===== src/rtl/axi4_lite_rd_demux.sv =====
// axi4_lite_rd_demux
// Routes AXI4-Lite read transactions from one upstream manager to N
// downstream read ports by address decode. Reads that decode to no port go
// to an internal error target that answers with DECERR and zero data.
// Responses are returned strictly in request order: a read to a different
// target waits until every outstanding response has come back.
//
// Ports
//   aclk, aresetn            clock, asynchronous active-low reset
//   s_araddr/arprot/arvalid  upstream read address channel (s_arready out)
//   s_rdata/rresp/rvalid     upstream read data channel (s_rready in)
//   m_araddr/arprot          downstream address, broadcast to every slice
//   m_arvalid/arready        downstream address handshake, one bit per port
//   m_rdata/rresp/rvalid     downstream read data, slice j belongs to port j
//   m_rready                 downstream read ready, one bit per port
//
// Handshakes: every channel transfers on a rising aclk edge where valid and
// ready are both high; a raised valid holds, with stable payload, until that
// transfer happens.
module axi4_lite_rd_demux #(
  parameter int N       = 2,
  parameter int A       = 32,
  parameter int DW      = 32,
  parameter int MAX_OUT = 4,
  parameter logic [N-1:0][A-1:0] BASE = '0,
  parameter logic [N-1:0][A-1:0] MASK = '0
) (
  input  logic            aclk,
  input  logic            aresetn,
  input  logic [A-1:0]    s_araddr,
  input  logic [2:0]      s_arprot,
  input  logic            s_arvalid,
  output logic            s_arready,
  output logic [DW-1:0]   s_rdata,
  output logic [1:0]      s_rresp,
  output logic            s_rvalid,
  input  logic            s_rready,
  output logic [N*A-1:0]  m_araddr,
  output logic [N*3-1:0]  m_arprot,
  output logic [N-1:0]    m_arvalid,
  input  logic [N-1:0]    m_arready,
  input  logic [N*DW-1:0] m_rdata,
  input  logic [N*2-1:0]  m_rresp,
  input  logic [N-1:0]    m_rvalid,
  output logic [N-1:0]    m_rready
);

  localparam int TW = $clog2(N + 1);
  localparam int CW = $clog2(MAX_OUT + 1);
  localparam logic [TW-1:0] TGT_E   = TW'(N);
  localparam logic [CW-1:0] CNT_MAX = CW'(MAX_OUT);

  // run is low during reset and rises on the first aclk edge after release,
  // so the upstream channel opens cleanly in step with the clock.
  logic          run;
  logic          ar_full;
  logic [A-1:0]  ar_addr;
  logic [2:0]    ar_prot;
  logic [TW-1:0] ar_tgt;
  logic [TW-1:0] cur;
  logic [CW-1:0] count;

  logic [TW-1:0] dec_tgt;
  logic          tgt_ready;
  logic          issue;
  logic          ar_fire;
  logic          r_fire;

  // Address decode: walk from the highest port down so the lowest match wins.
  always_comb begin
    dec_tgt = TGT_E;
    for (int j = N - 1; j >= 0; j--) begin
      if ((s_araddr & MASK[j]) == (BASE[j] & MASK[j])) dec_tgt = TW'(j);
    end
  end

  // The error target accepts its address unconditionally.
  always_comb begin
    tgt_ready = (ar_tgt == TGT_E);
    for (int j = 0; j < N; j++) begin
      if (ar_tgt == TW'(j)) tgt_ready = m_arready[j];
    end
  end

  // A held address may only issue to the target that already owns the
  // outstanding responses, or to anyone once nothing is outstanding.
  assign issue     = ar_full & (count < CNT_MAX) & ((count == '0) | (ar_tgt == cur));
  assign ar_fire   = issue & tgt_ready;
  assign s_arready = run & (~ar_full | ar_fire);
  assign r_fire    = s_rvalid & s_rready;

  always_comb begin
    m_arvalid = '0;
    for (int j = 0; j < N; j++) begin
      m_arvalid[j] = issue & (ar_tgt == TW'(j));
    end
    m_araddr = {N{ar_addr}};
    m_arprot = {N{ar_prot}};
  end

  // Response path follows cur, which is frozen while count != 0, so the
  // upstream response cannot change under a stalled s_rready.
  always_comb begin
    s_rvalid = 1'b0;
    s_rdata  = '0;
    s_rresp  = '0;
    m_rready = '0;
    if (run) begin
      if (cur == TGT_E) begin
        s_rvalid = (count != '0);
        if (count != '0) s_rresp = 2'b11;
      end else begin
        for (int j = 0; j < N; j++) begin
          if (cur == TW'(j)) begin
            s_rvalid    = m_rvalid[j] & (count != '0);
            s_rdata     = m_rdata[j*DW +: DW];
            s_rresp     = m_rresp[j*2 +: 2];
            m_rready[j] = s_rready;
          end
        end
      end
    end
  end

  always_ff @(posedge aclk or negedge aresetn) begin
    if (!aresetn) begin
      run     <= 1'b0;
      ar_full <= 1'b0;
      ar_addr <= '0;
      ar_prot <= '0;
      ar_tgt  <= '0;
      cur     <= '0;
      count   <= '0;
    end else begin
      run <= 1'b1;
      if (s_arvalid && s_arready) begin
        ar_full <= 1'b1;
        ar_addr <= s_araddr;
        ar_prot <= s_arprot;
        ar_tgt  <= dec_tgt;
      end else if (ar_fire) begin
        ar_full <= 1'b0;
      end
      if (ar_fire) cur <= ar_tgt;
      case ({ar_fire, r_fire})
        2'b10:   count <= count + CW'(1);
        2'b01:   count <= count - CW'(1);
        default: count <= count;
      endcase
    end
  end

endmodule


===== config.mk =====
export PLATFORM = sky130hd
export DESIGN_NAME = axi4_lite_rd_demux
export DESIGN_NICKNAME = d
export VERILOG_FILES = /design/src/rtl/axi4_lite_rd_demux.sv
export SDC_FILE = /design/constraint.sdc
export NUM_CORES = 1
export LEC_CHECK = 0
export CAP_MARGIN = 20
export CORE_MARGIN = 8
export CORE_UTILIZATION = 29
export CTS_CLUSTER_DIAMETER = 50
export DETAILED_ROUTE_END_ITERATION = 8
export PLACE_DENSITY_LB_ADDON = 0.15
export REMOVE_ABC_BUFFERS = 1
export SLEW_MARGIN = 20
export SYNTH_ARGS = -nofsm -noshare
export SYNTH_HDL_FRONTEND = slang
export SYNTH_SLANG_ARGS = --single-unit

===== constraint.sdc =====
create_clock -name aclk -period 2.4 [get_ports aclk]
set_clock_uncertainty 0.05 [all_clocks]
set_input_delay 0.48 -clock aclk [delete_from_list [all_inputs] [get_ports aclk]]
set_output_delay 0.48 -clock aclk [all_outputs]
set_load 0.05 [all_outputs]

==> results.cfg <==
[critical_path]
critPathSlowestCell = clkdlybuf4s50_1
start_kind = flop
crit_path_end_kind = output port
r2r_start = count[0]
worstPathMaxFanout = 3
crit_chain = nor2b_1, clkdlybuf4s50_1
crit_type = flop to output port
critPathRequiredTime_ns = 1.87
crit_arrival_ns = 1.69
cp_slowest_stage_delay_ns = 0.83
critPathTopFamily = buffers and inverters
crit_buf_inv = 1
startpoint = ar_full

[detailed_routing]
wl_per_cell_microns = 17.0
first_pass_iters = 3
remaining_drc_errors = 0
totalWireLength_microns = 7300
ant_nets = 0
dr.first_iter.drc_count = 35
vias_per_cell = 4.19
num_vias = 1795

[synthesis]
netlist_top_cells_area = dfrtp_1 (47%), mux2_2 (19%), buf_4 (13%)
synth_edf_count = 0
synth_flop_cell = dfrtp_1
synth_seq_cells = 40
synth_compound_area_share_pct = 1.24
synth_top_family_by_area = multiplexers
synth-simple-area-share_pct = 12.8
async_flop_share_pct = 100
yosys-mux-area-fraction_pct = 19.1
synth_top_area_share_pct = 47.4
synthCells = 177
yosysUniqueCellTypes = 19
netlist_top_cells_count = dfrtp_1 (40), buf_4 (38), and2_1 (37)
synthAdderAreaFrac_pct = 1.54
synth_top_cell_by_area = dfrtp_1
synthXorXnorAreaFrac_pct = 1.24
synth.most_common_cell = dfrtp_1
syn-cell-area_sq_mm = 0.00211
synth-seq-area-share_pct = 47.4
syn_area_per_cell_sq_um = 11.9
ys.warnings.count = 0

[pwr]
ir_worst_vdd_uv = 852
cellLeakagePower_nw = 1.75
power.density_mw_per_mm2 = 1260

[clocking]
htree_num_levels = 2
clk_path_buf_depth = 2
tritoncts = built
cts_root_buffer = clkbuf_8
hold_buffers = 0
clk_pin_slew_ns = 0.08
ctsResizeCount = 0
insertion_delay_ns = 0.27
cts_buffers = 5
clock_sinks = 40
postCtsSetupRepairBufs = 0

[die]
fp.dieH_microns = 101
core_area_sq_mm = 0.00714
row_count = 31
start_util_pct = 29.6
num_io_pins = 221
die_w_microns = 101
die_area_sq_mm = 0.0103

[placement]
place_congestion = 0.741
port_buffers = 182
preCtsSetupSlack_ns = -0.0388
postPlaceCellArea_sq_mm = 0.00416
dpl.cell_count = 420
hpwl_microns = 6080

[global_routing]
grt_max_degree = 41
antenna_found_initial = 0
grt.total_usage_pct = 13.6
grt_pass1_wl_microns = 10900
grt_pass1_vias = 2021
grt_overflow = 0

[timing]
finalWorstSetupSlack_ns = 0.178
rsz0062_at_grt = no
min_period_over_period_pct = 92.6
finalHoldViolCount = 0
tns_ns = 0
final.min_clock_period_ns = 2.22
tightest_slew_ns = 0.557
timing.slew.headroom_pct = 62.8
finalMaxSlewViolations = 0
setup_violations = 0
fmaxAchievable_mhz = 450

[hold_path]
min_path_type = primary input to async pin

[cells_and_area]
final_cell_area_sq_mm = 0.00426
nNetsFinal = 441
drive_gt1_share_pct = 26.7
syn2layout_area_growth_pct = 101
instances_no_fill = 428
n_antenna_cell = 0

[run]
drv_cap = 0

[run_status]
status = complete, no violations
==> cell type report <==
| class | count | area [sq um] |
|---|---|---|
| multi-input combinational | 90 | 771 |
| tap | 99 | 124 |
| fill | 617 | 2880 |
| clock buffer | 7 | 86.3 |
| inverter | 3 | 11.3 |
| clock inverter | 1 | 7.51 |
| sequential | 40 | 1000 |
| timing repair buffer | 188 | 2260 |
==> final timing paths <==
| path | endpoint | slack (ns) | depth (start not counted) |
|---|---|---|---|
| max in group asynchronous | count[1] | 1.72 | 2 |
| min in group aclk | count[0] | 0.45 | 1 |
| setup / recovery | m_arvalid[0] | 0.18 | 2 |
| hold reg to reg | count[0] | 0.45 | 1 |
| hold / removal | ar_addr[1] | 0.19 | 2 |
| setup reg to reg | count[2] | 0.49 | 8 |
==> placed cells by master (no fill, tap or decap), drive strengths merged <==
master / instances
a21oi: 1
inv: 3
ha: 1
fa: 1
mux2: 35
xor2: 2
xnor2: 1
and2: 37
mux2i: 1
o311a: 1
conb: 3
dfrtp: 40
clkbuf: 7
clkinvlp: 1
clkdlybuf4s50: 144
nor2b: 1
nor2: 1
nand2b: 1
buf: 44
nand2: 4
==> state kept, by name (all words and copies together), names as in the netlist <==
register  count
ar_addr      32
ar_prot       3
run           1
count         3
ar_full       1
==> cell families (layout without fill, tap and decap cells) <==
| logic type | count (synthesis) | after routing |
|---|---|---|
| compound gates | 2 | 2 |
| xor+xnor | 3 | 3 |
| fa+ha+maj | 2 | 2 |
| buf+inv | 48 | 199 |
| flops | 40 | 40 |
| mux | 36 | 36 |
| other cells | 2 | 3 |
| simple gates | 44 | 44 |
==> worst reg2reg max path, cell delays in order (launching register included) <==
cell and delay, ns:
dfrtp_1 0.41, o311a_1 0.35, and2_1 0.16, ha_1 0.22, inv_1 0.09, fa_1 0.18, xor2_1 0.14, nor2_1 0.06
xor2_1 0.14
==> where the power goes <==
part	total [mW]	internal (mW)	switching [mW]
Combinational	3.72	1.34	2.38
Clock	0.463	0.234	0.230
Sequential	1.18	0.952	0.225
Total	5.37	2.53	2.84
==> metal layers <==
metal | wire length [microns] | vias to the layer above | global-route usage, %
met5 | 0 | - | 0
met4 | 47 | 0 | 3.09
met3 | 883 | 6 | 6.32
met2 | 3260 | 130 | 22.5
met1 | 3110 | 833 | 15.6
li1 | - | 826 | -
==> through the flow <==
stage	total power [mW]	hold WS [ns]	util [%]
3_5_place_dp	4.95	0.442	58.3
5_1_grt	5.60	0.220	59.7
6_report	5.37	0.188	59.7
4_1_cts	5.44	0.207	59.7
2_1_floorplan	3.45	0.134	-
3_3_place_gp	4.91	0.441	58.3
(Power assumes the default switching activity.)
